`src/rtl/router_ctrl_if.sv`:
```
// Byte-stream and FIFO-side signals of the 1x3 router controller.
// master = source/FIFO side, slave = router_ctrl.
interface router_ctrl_if;
  logic       pkt_valid;
  logic [7:0] data_in;
  logic [2:0] fifo_full;
  logic [2:0] fifo_empty;
  logic [2:0] rd_en;
  logic       busy;
  logic [2:0] wr_en;
  logic [7:0] fifo_data;
  logic       err;
  logic       pkt_done;
  logic       drop;
  logic [2:0] soft_rst;

  modport master (
    output pkt_valid, data_in, fifo_full, fifo_empty, rd_en,
    input  busy, wr_en, fifo_data, err, pkt_done, drop, soft_rst
  );
  modport slave (
    input  pkt_valid, data_in, fifo_full, fifo_empty, rd_en,
    output busy, wr_en, fifo_data, err, pkt_done, drop, soft_rst
  );
endinterface

```
`src/rtl/router_ctrl.sv`:
```
// 1x3 router packet controller: header decode, FIFO steering, parity check, drop.
// ROUTER_CTRL_TIMEOUT_EN builds per-output stall timers, soft_rst and the abort path.

module router_ctrl_timer #(
  parameter int TIMEOUT = 30
) (
  input  logic clk,
  input  logic rst,
  input  logic stall,
  output logic soft_rst_q
);
  localparam int TW = $clog2(TIMEOUT) + 1;

  logic [TW-1:0] timer_q, timer_d;
  logic          soft_rst_d;

  always_comb begin
    timer_d    = '0;
    soft_rst_d = 1'b0;
    if (stall) begin
      if (timer_q == TW'(TIMEOUT - 1)) soft_rst_d = 1'b1;
      else                             timer_d    = timer_q + 1'b1;
    end
  end

  always_ff @(posedge clk) begin
    if (rst) begin
      timer_q    <= '0;
      soft_rst_q <= 1'b0;
    end else begin
      timer_q    <= timer_d;
      soft_rst_q <= soft_rst_d;
    end
  end
endmodule

module router_ctrl #(
  parameter int TIMEOUT = 30
) (
  input logic        clk,
  input logic        rst,
  router_ctrl_if.slave bus
);
  typedef enum logic [1:0] {IDLE, LOAD, PARITY, DROP} state_t;

  state_t     state_q, state_d;
  logic [1:0] dest_q, dest_d;
  logic [5:0] cnt_q, cnt_d;
  logic [6:0] drop_cnt_q, drop_cnt_d;
  logic [7:0] par_q, par_d;
  logic       err_q, err_d;
  logic       pkt_done_q, pkt_done_d;
  logic       drop_q, drop_d;
  logic       busy;
  logic [2:0] wr_en;
  logic [2:0] soft_rst;
  logic       abort;
  logic [5:0] hdr_len;
  logic [1:0] hdr_addr;

  assign hdr_len  = bus.data_in[7:2];
  assign hdr_addr = bus.data_in[1:0];

`ifdef ROUTER_CTRL_TIMEOUT_EN
  logic [2:0] stall;
  assign stall = ~bus.fifo_empty & ~bus.rd_en;

  router_ctrl_timer #(.TIMEOUT(TIMEOUT)) u_tmr [2:0] (
    .clk        (clk),
    .rst        (rst),
    .stall      (stall),
    .soft_rst_q (soft_rst)
  );

  // A stalled consumer on the packet's own output kills the packet in flight.
  assign abort = ((state_q == LOAD) || (state_q == PARITY)) && soft_rst[dest_q];
`else
  logic unused_tmr;
  assign unused_tmr = ^{bus.rd_en, TIMEOUT[0]};
  assign soft_rst   = 3'b000;
  assign abort      = 1'b0;
`endif

  always_comb begin
    state_d    = state_q;
    dest_d     = dest_q;
    cnt_d      = cnt_q;
    drop_cnt_d = drop_cnt_q;
    par_d      = par_q;
    err_d      = err_q;
    pkt_done_d = 1'b0;
    drop_d     = 1'b0;
    busy       = 1'b0;
    wr_en      = 3'b000;
    case (state_q)
      IDLE: begin
        if (bus.pkt_valid) begin
          if (hdr_addr == 2'd3) begin
            drop_cnt_d = {1'b0, hdr_len} + 7'd1;
            state_d    = DROP;
          end else if (!bus.fifo_empty[hdr_addr]) begin
            busy = 1'b1;
          end else begin
            wr_en[hdr_addr] = 1'b1;
            dest_d          = hdr_addr;
            cnt_d           = hdr_len;
            par_d           = bus.data_in;
            state_d         = (hdr_len != 6'd0) ? LOAD : PARITY;
          end
        end
      end
      LOAD: begin
        if (abort) begin
          busy       = 1'b1;
          drop_cnt_d = {1'b0, cnt_q} + 7'd1;
          state_d    = DROP;
        end else if (bus.fifo_full[dest_q]) begin
          busy = 1'b1;
        end else if (bus.pkt_valid) begin
          wr_en[dest_q] = 1'b1;
          par_d         = par_q ^ bus.data_in;
          cnt_d         = cnt_q - 6'd1;
          if (cnt_q == 6'd1) state_d = PARITY;
        end
      end
      PARITY: begin
        if (abort) begin
          busy       = 1'b1;
          drop_cnt_d = 7'd1;
          state_d    = DROP;
        end else if (bus.fifo_full[dest_q]) begin
          busy = 1'b1;
        end else if (bus.pkt_valid) begin
          wr_en[dest_q] = 1'b1;
          err_d         = (par_q != bus.data_in);
          pkt_done_d    = 1'b1;
          state_d       = IDLE;
        end
      end
      DROP: begin
        if (bus.pkt_valid) begin
          drop_cnt_d = drop_cnt_q - 7'd1;
          if (drop_cnt_q == 7'd1) begin
            drop_d  = 1'b1;
            state_d = IDLE;
          end
        end
      end
      default: state_d = IDLE;
    endcase
  end

  always_ff @(posedge clk) begin
    if (rst) begin
      state_q    <= IDLE;
      dest_q     <= 2'd0;
      cnt_q      <= 6'd0;
      drop_cnt_q <= 7'd0;
      par_q      <= 8'd0;
      err_q      <= 1'b0;
      pkt_done_q <= 1'b0;
      drop_q     <= 1'b0;
    end else begin
      state_q    <= state_d;
      dest_q     <= dest_d;
      cnt_q      <= cnt_d;
      drop_cnt_q <= drop_cnt_d;
      par_q      <= par_d;
      err_q      <= err_d;
      pkt_done_q <= pkt_done_d;
      drop_q     <= drop_d;
    end
  end

  assign bus.busy      = busy;
  assign bus.wr_en     = wr_en;
  assign bus.fifo_data = bus.data_in;
  assign bus.err       = err_q;
  assign bus.pkt_done  = pkt_done_q;
  assign bus.drop      = drop_q;
  assign bus.soft_rst  = soft_rst;
endmodule

```
`src/flat_wrapper.sv`:
```
// flat-port wrapper written by rule: the top's interface ports become plain ports
module router_ctrl_flat 
#(
  parameter int TIMEOUT = 30
)
  (clk, rst, bus_pkt_valid, bus_data_in, bus_fifo_full, bus_fifo_empty, bus_rd_en, bus_busy, bus_wr_en, bus_fifo_data, bus_err, bus_pkt_done, bus_drop, bus_soft_rst);
  router_ctrl_if bus_i ();
  input logic clk;
  input logic rst;
  input wire logic [$bits(bus_i.pkt_valid)-1:0] bus_pkt_valid;
  input wire logic [$bits(bus_i.data_in)-1:0] bus_data_in;
  input wire logic [$bits(bus_i.fifo_full)-1:0] bus_fifo_full;
  input wire logic [$bits(bus_i.fifo_empty)-1:0] bus_fifo_empty;
  input wire logic [$bits(bus_i.rd_en)-1:0] bus_rd_en;
  output wire logic [$bits(bus_i.busy)-1:0] bus_busy;
  output wire logic [$bits(bus_i.wr_en)-1:0] bus_wr_en;
  output wire logic [$bits(bus_i.fifo_data)-1:0] bus_fifo_data;
  output wire logic [$bits(bus_i.err)-1:0] bus_err;
  output wire logic [$bits(bus_i.pkt_done)-1:0] bus_pkt_done;
  output wire logic [$bits(bus_i.drop)-1:0] bus_drop;
  output wire logic [$bits(bus_i.soft_rst)-1:0] bus_soft_rst;
  assign bus_i.pkt_valid = bus_pkt_valid;
  assign bus_i.data_in = bus_data_in;
  assign bus_i.fifo_full = bus_fifo_full;
  assign bus_i.fifo_empty = bus_fifo_empty;
  assign bus_i.rd_en = bus_rd_en;
  assign bus_busy = bus_i.busy;
  assign bus_wr_en = bus_i.wr_en;
  assign bus_fifo_data = bus_i.fifo_data;
  assign bus_err = bus_i.err;
  assign bus_pkt_done = bus_i.pkt_done;
  assign bus_drop = bus_i.drop;
  assign bus_soft_rst = bus_i.soft_rst;
  router_ctrl #(.TIMEOUT(TIMEOUT)) u_core (.clk(clk), .rst(rst), .bus(bus_i));
endmodule
```
`config.mk`:
```
export PLATFORM = sky130hd
export DESIGN_NAME = router_ctrl_flat
export DESIGN_NICKNAME = d
export VERILOG_FILES = /design/src/rtl/router_ctrl_if.sv /design/src/rtl/router_ctrl.sv /design/src/flat_wrapper.sv
export SDC_FILE = /design/constraint.sdc
export NUM_CORES = 1
export LEC_CHECK = 0
export ABC_CLOCK_PERIOD_IN_PS = 1600
export CELL_PAD_IN_SITES_DETAIL_PLACEMENT = 0
export CELL_PAD_IN_SITES_GLOBAL_PLACEMENT = 2
export CORE_UTILIZATION = 27
export CTS_CLUSTER_DIAMETER = 120
export CTS_CLUSTER_SIZE = 20
export DETAILED_ROUTE_END_ITERATION = 8
export HOLD_SLACK_MARGIN = 0.1
export PLACE_DENSITY_LB_ADDON = 0.1
export SYNTH_ARGS = -nofsm -noshare
export SYNTH_HDL_FRONTEND = slang
export SYNTH_SLANG_ARGS = --single-unit
export TNS_END_PERCENT = 20
```
`constraint.sdc`:
```
create_clock -name clk -period 1.6 [get_ports clk]
set_input_delay 0.16 -clock clk [delete_from_list [all_inputs] [get_ports clk]]
set_output_delay 0.16 -clock clk [all_outputs]
set_load 0.005 [all_outputs]
```
## Word level (Yosys, flattened, before mapping)

Index checks and enable logic that the tools add are counted.

| word-level totals | value |
|---|---|
| register bits after elaboration | 28 |
| bits in latches | 0 |
| bits in writable memories | 0 |
| bits in read-only memories | 0 |
| output and inout bits | 18 |
| word-level logic and storage cells | 103 |
| memories kept | 0 |

| operators by class | value |
|---|---|
| add/subtract/negate cells | 3 |
| multiply operators | 0 |
| div/mod/pow operators | 0 |
| order comparisons | 4 |
| eq/ne operators | 19 |
| shift-type cells | 0 |
| mux-type cells | 49 |
| bitwise gates (word level) | 7 |
| reduce and logical (&&, ||, !) cells | 13 |

Operators by type and width:

| kind | count |
|---|---|
| two-way mux 8 bit | 5 |
| two-way mux 6 bit | 5 |
| two-way mux 2 bit | 11 |
| two-way mux 7 bit | 3 |
| one-hot mux 8 bit (2 select lines) | 1 |
| two-way mux 3 bit | 5 |
| != test 2 bit (second input constant) | 7 |
| one-hot mux 7 bit (2 select lines) | 1 |
| one-hot mux 6 bit (2 select lines) | 1 |
| two-way mux 1 bit | 10 |
| AND reduction 9 bit | 1 |
| != test 2 x 1 -> 1 bit (second input constant) | 4 |
| != test 8 bit | 1 |
| one-hot mux 2 bit (4 select lines) | 1 |
| AND reduction 4 bit | 2 |
| XOR 8 bit | 1 |
| adder 6 x 1 -> 7 bit (second input constant) | 1 |
| equality test 7 x 1 -> 1 bit (second input constant) | 1 |
| subtractor 7 x 1 -> 7 bit (second input constant) | 1 |
| equality test 2 bit (second input constant) | 3 |
| equality test 6 x 1 -> 1 bit (second input constant) | 1 |
| < comparator 2 x 3 -> 1 bit (second input constant) | 2 |
| NOT 1 bit | 6 |
| one-hot mux 3 bit (2 select lines) | 1 |
| 15 further kinds | 20 |

## Logic depth before layout (Yosys ltp)

| depth | value |
|---|---|
| word-level depth | 8 |
| gate-level depth with buffers | 9 |
| depth with buffers taken out | 7 |

## Worst setup path before layout

OpenSTA, ideal clock, no wires.

| path | value |
|---|---|
| path kind | reg2out |
| from | reg u_core.state_q[0] |
| to | out bus_wr_en[1] |
| arrival time | 1549 ps |
| data required time | 1440 ps |
| setup slack | -109 ps |
| stages on the path, launching flop included | 6 |
| path buffers | 0 |
| path through | dfxtp_1 -> inv_1 -> ha_1 -> nand2_1 -> or4b_2 -> a21oi_1 |

| on the way | value |
|---|---|
| cells in the longest elaborated chain, start to end | 3 |
| elaborated cells on any way between the ends | 5 |
| classes of those cells | eq/ne (2); mux (1); reduce/logical (2) |

Ends and longest elaborated chain:

| item | line | source |
|---|---|---|
| start: declaration | router_ctrl.sv:46 | `state_t state_q, state_d;` |
| start signal: assignment | router_ctrl.sv:164 | `state_q <= state_d;` |
| equality test 2 x 1 -> 1 bit or equality test 2 bit (tied branches) | router_ctrl.sv:95 | `case (state_q)` |
| OR reduction 2 bit (no line) | - |  |
| one-hot mux 3 bit (2 select lines) * | router_ctrl.sv:95 |  |
| end: declaration | flat_wrapper.sv:16 | `output wire logic [$bits(bus_i.wr_en)-1:0] bus_wr_en;` |

Mark *: on every way between the ends. The rest lies on a longest branch, timed or not.

## Worst setup path after layout

| path | value |
|---|---|
| from | reg u_core.state_q[0] |
| to | out bus_wr_en[2] |

Same word-level chain as after synthesis.

==> impl_metrics.tcl <==
set metrics [dict create \
    drt_iter0_markers 64 \
    syn_area_um2 2178 \
    slew_violations 0 \
    vias 2286 \
    seqCellArea_um2 568.0 \
    drive_above_1_share 0.3242 \
    wl_per_cell_um 15.17 \
    numCtsBuffers 3 \
    swShare 0.4284 \
    startpoint_type "flip-flop" \
    fin_skew_ps 2.324 \
    p_int_w 0.002613 \
    status "finished with violations" \
    ys.warnings.count 0 \
    grt_setup_unrepaired "true" \
    r2r_setup_slack_ps -120 \
    yosysTopAreaCellShare 0.2573 \
    grt-ovfl-total 0 \
    area_growth_pct 49.80 \
    hold_end "u_core.dest_q[0]" \
    ys.flop_type "dfxtp_1" \
    required_ps 1440 \
    maxCapViolCount 0 \
    violations "setup timing" \
    cts_tree "built" \
    die_x_um 91.82 \
    n_fill_cell 832 \
    setup_slack_ps -294.3 \
    min_path_type "input pin to flip-flop" \
    crit_path_top_delay_cell "or3b_4" \
    p_sw_w 0.001958 \
    fmax_mhz 527.9 \
    coreArea_um2 7767 \
    post-dp-hpwl_um 5020 \
    numPortBuffers 31 \
    clock_latency_ps 290 \
    crit_type "flip-flop to primary output" \
    leakage_nw 1.239 \
    yosys-top-cells-area "dfxtp_1, nand3_1, ha_1, o21ai_0, a21oi_1" \
    cts.clk_slew.worst_paths_ps 110 \
    initial_core_util 0.2804 \
    fin_util 0.4201 \
    diodes 0 \
    hold_viol 0 \
    path_delay_family "simple AND/OR/NAND/NOR gates" \
    r2r-end "u_core.cnt_q[3]" \
    seq_power_share 0.241 \
    worstSetupEndpointType "primary output" \
    post-route-drc-count 0 \
    r2r.worst_path.cells 5 \
    synth_edf_count 0 \
    p_per_area_nw_per_um2 1401 \
    ys_ff_latch 28 \
    io_pins 38 \
    clock_power_share 0.094 \
    cts.sinks 28 \
    critPathBufInv 2 \
    track_usage 0.1727 \
    clockRootBuffer "clkbuf_8" \
    ys_seq_area_frac 0.2573 \
    synth.distinct_cells 49 \
    die_area_um2 8431 \
    finalCriticalPeriod_ps 1894 \
    multi_input_area_um2 1594 \
    worstHoldStart "bus_fifo_empty[1]" \
    crit_chain "inv_2 > ha_4 > nand2_2 > or2_1 > or3b_4 > a21oi_2 > buf_2" \
    nNetsFinal 396 \
    worstPathArrival_ps 1730 \
    htreeDepth 1 \
    grt_start_max_net_pins 28 \
    peakVddDrop_mv 0.5275 \
    synth_area_leader_cell "dfxtp_1" \
    power_w 0.004571 \
    antenna_left 0 \
    synth_cells 295 \
    clk_path_buf_depth 2 \
    syn_area_per_cell_um2 7.384 \
    grt_pass1_vias 2258 \
    grt_pass1_wl_um 11460 \
    drt_wl_total_um 7067 \
    die_h_um 91.82 \
    holdPathStages 3 \
    vias_per_cell 4.906 \
    dr.pass1.iters 4 \
    hold_buffers 0 \
    cp_max_fo 2 \
    slowest_delay_ps 380 \
    pwr-share-comb 0.665 \
    setup_viol 12 \
    place.gp.congestion 0.7586 \
    reg2reg_from "u_core.dest_q[0]" \
    antenna_found_initial 0 \
    fp-row-count 32 \
    async_flop_share 0 \
    period_share 1.184 \
]
repair_timing:
item                                   4_1_cts  5_1_grt
buffers inserted                             3        2
endpoints found under the hold margin        0        0
resized for setup                           57       27
setup endpoints to repair                   27       29
gates cloned                                 1        1
pin swaps                                    9       13
state kept, by name, summed over array words and instances, names as in the netlist:
name                 count
u_core.dest_q            2
u_core.bus.pkt_done      1
u_core.drop_cnt_q        7
u_core.bus.err           1
u_core.cnt_q             6
u_core.bus.drop          1
u_core.par_q             8
u_core.state_q           2
layer usage:
metal,GRT usage,vias to the layer above,wire (um)
li1,-,1175,-
met1,0.2446,1079,3572
met2,0.2851,27,3309
met3,0.01575,5,132
met4,0.03516,0,53
met5,0,-,0
final cells by class:
type / instances / share of cell area
Tap cell: 102 / 0.03911
Clock buffer: 3 / 0.01265
Inverter: 14 / 0.01725
Timing Repair Buffer: 95 / 0.2684
Multi-Input combinational cell: 224 / 0.4885
Sequential cell: 28 / 0.1741
logic make-up after synthesis:
family	Yosys count	synth area share
flops	28	0.2573
buf+inv	46	0.1080
fa+ha+maj	10	0.05744
compound gates	73	0.2068
simple gates	119	0.2924
xor+xnor	12	0.04825
other cells	1	0.001721
mux	6	0.02815
Yosys cell counts, types with 2 or more instances:
cell and count:
or3_4 2, buf_4 15, nand3_1 29, a41oi_1 8, buf_2 4, nor3b_1 2
nand4_1 3, xnor2_1 10, nor2_1 17, mux2i_1 5, nand2b_1 3, xor2_1 2
or4b_2 2, inv_1 14, ha_1 10, a21o_1 2, nand2_1 25, or2b_1 2
o21ai_0 24, o21a_1 2, a31oi_1 2, dfxtp_1 28, nor4_1 2, clkbuf_1 11
nor3_1 11, o211ai_1 2, nand3b_1 10, o32ai_1 3, or3_1 2, and3_1 2
a21oi_1 23
placed cells by master (no fill, tap or decap), drive strengths merged, types with 8 or more instances in the layout:
| cell | Yosys | routed |
|---|---|---|
| buf | 20 | 67 |
| nand3 | 29 | 29 |
| dfxtp | 28 | 28 |
| o21ai | 26 | 26 |
| nand2 | 25 | 25 |
| a21oi | 23 | 23 |
| clkdlybuf4s50 | 0 | 21 |
| nor2 | 17 | 17 |
| inv | 14 | 13 |
| nor3 | 11 | 11 |
| nand3b | 10 | 10 |
| xnor2 | 10 | 10 |
| ha | 10 | 10 |
| a41oi | 8 | 8 |
worst max-delay path by stage:
stage,end,cells past startpoint,start
after floorplan,bus_wr_en[1],5,u_core.state_q[0]
after global placement,bus_wr_en[2],7,bus_data_in[0]
after detailed placement,bus_wr_en[2],7,bus_data_in[0]
after CTS,bus_wr_en[1],6,u_core.state_q[1]
after global routing,bus_wr_en[2],7,u_core.state_q[1]
final,bus_wr_en[2],7,u_core.state_q[0]
power groups by stage:
stage	logic [W]	clock network [W]	registers, W
after CTS	0.00282	0.000449	0.00110
after global routing	0.00336	0.000481	0.00114
after detailed placement	0.00257	0	0.00111
after floorplan	0.00154	0	0.00109
after global placement	0.00258	0	0.00111
final	0.00304	0.000431	0.00110
through the flow:
step | area (um^2) | setup slack [ps] | TNS [ps] | instances | hold WS, ps
floorplan | 2215 | -9.947 | -24.32 | 297 | 329.0
global placement | 2947 | -843.2 | -11010 | 457 | 470.1
detailed placement | 2947 | -869.1 | -11900 | 457 | 469.3
CTS | 3128 | -319.3 | -1530 | 464 | 492.9
global route | 3263 | -386.3 | -3081 | 466 | 233.7
finish | 3263 | -294.3 | -1389 | 466 | 226.5
tightest hold or removal path: cells and delay by family:
kind,cells,cell delay (ps)
buf+inv,1,130
compound gates,1,70
simple gates,1,120
Note: power is estimated with default switching activity, not from simulation.
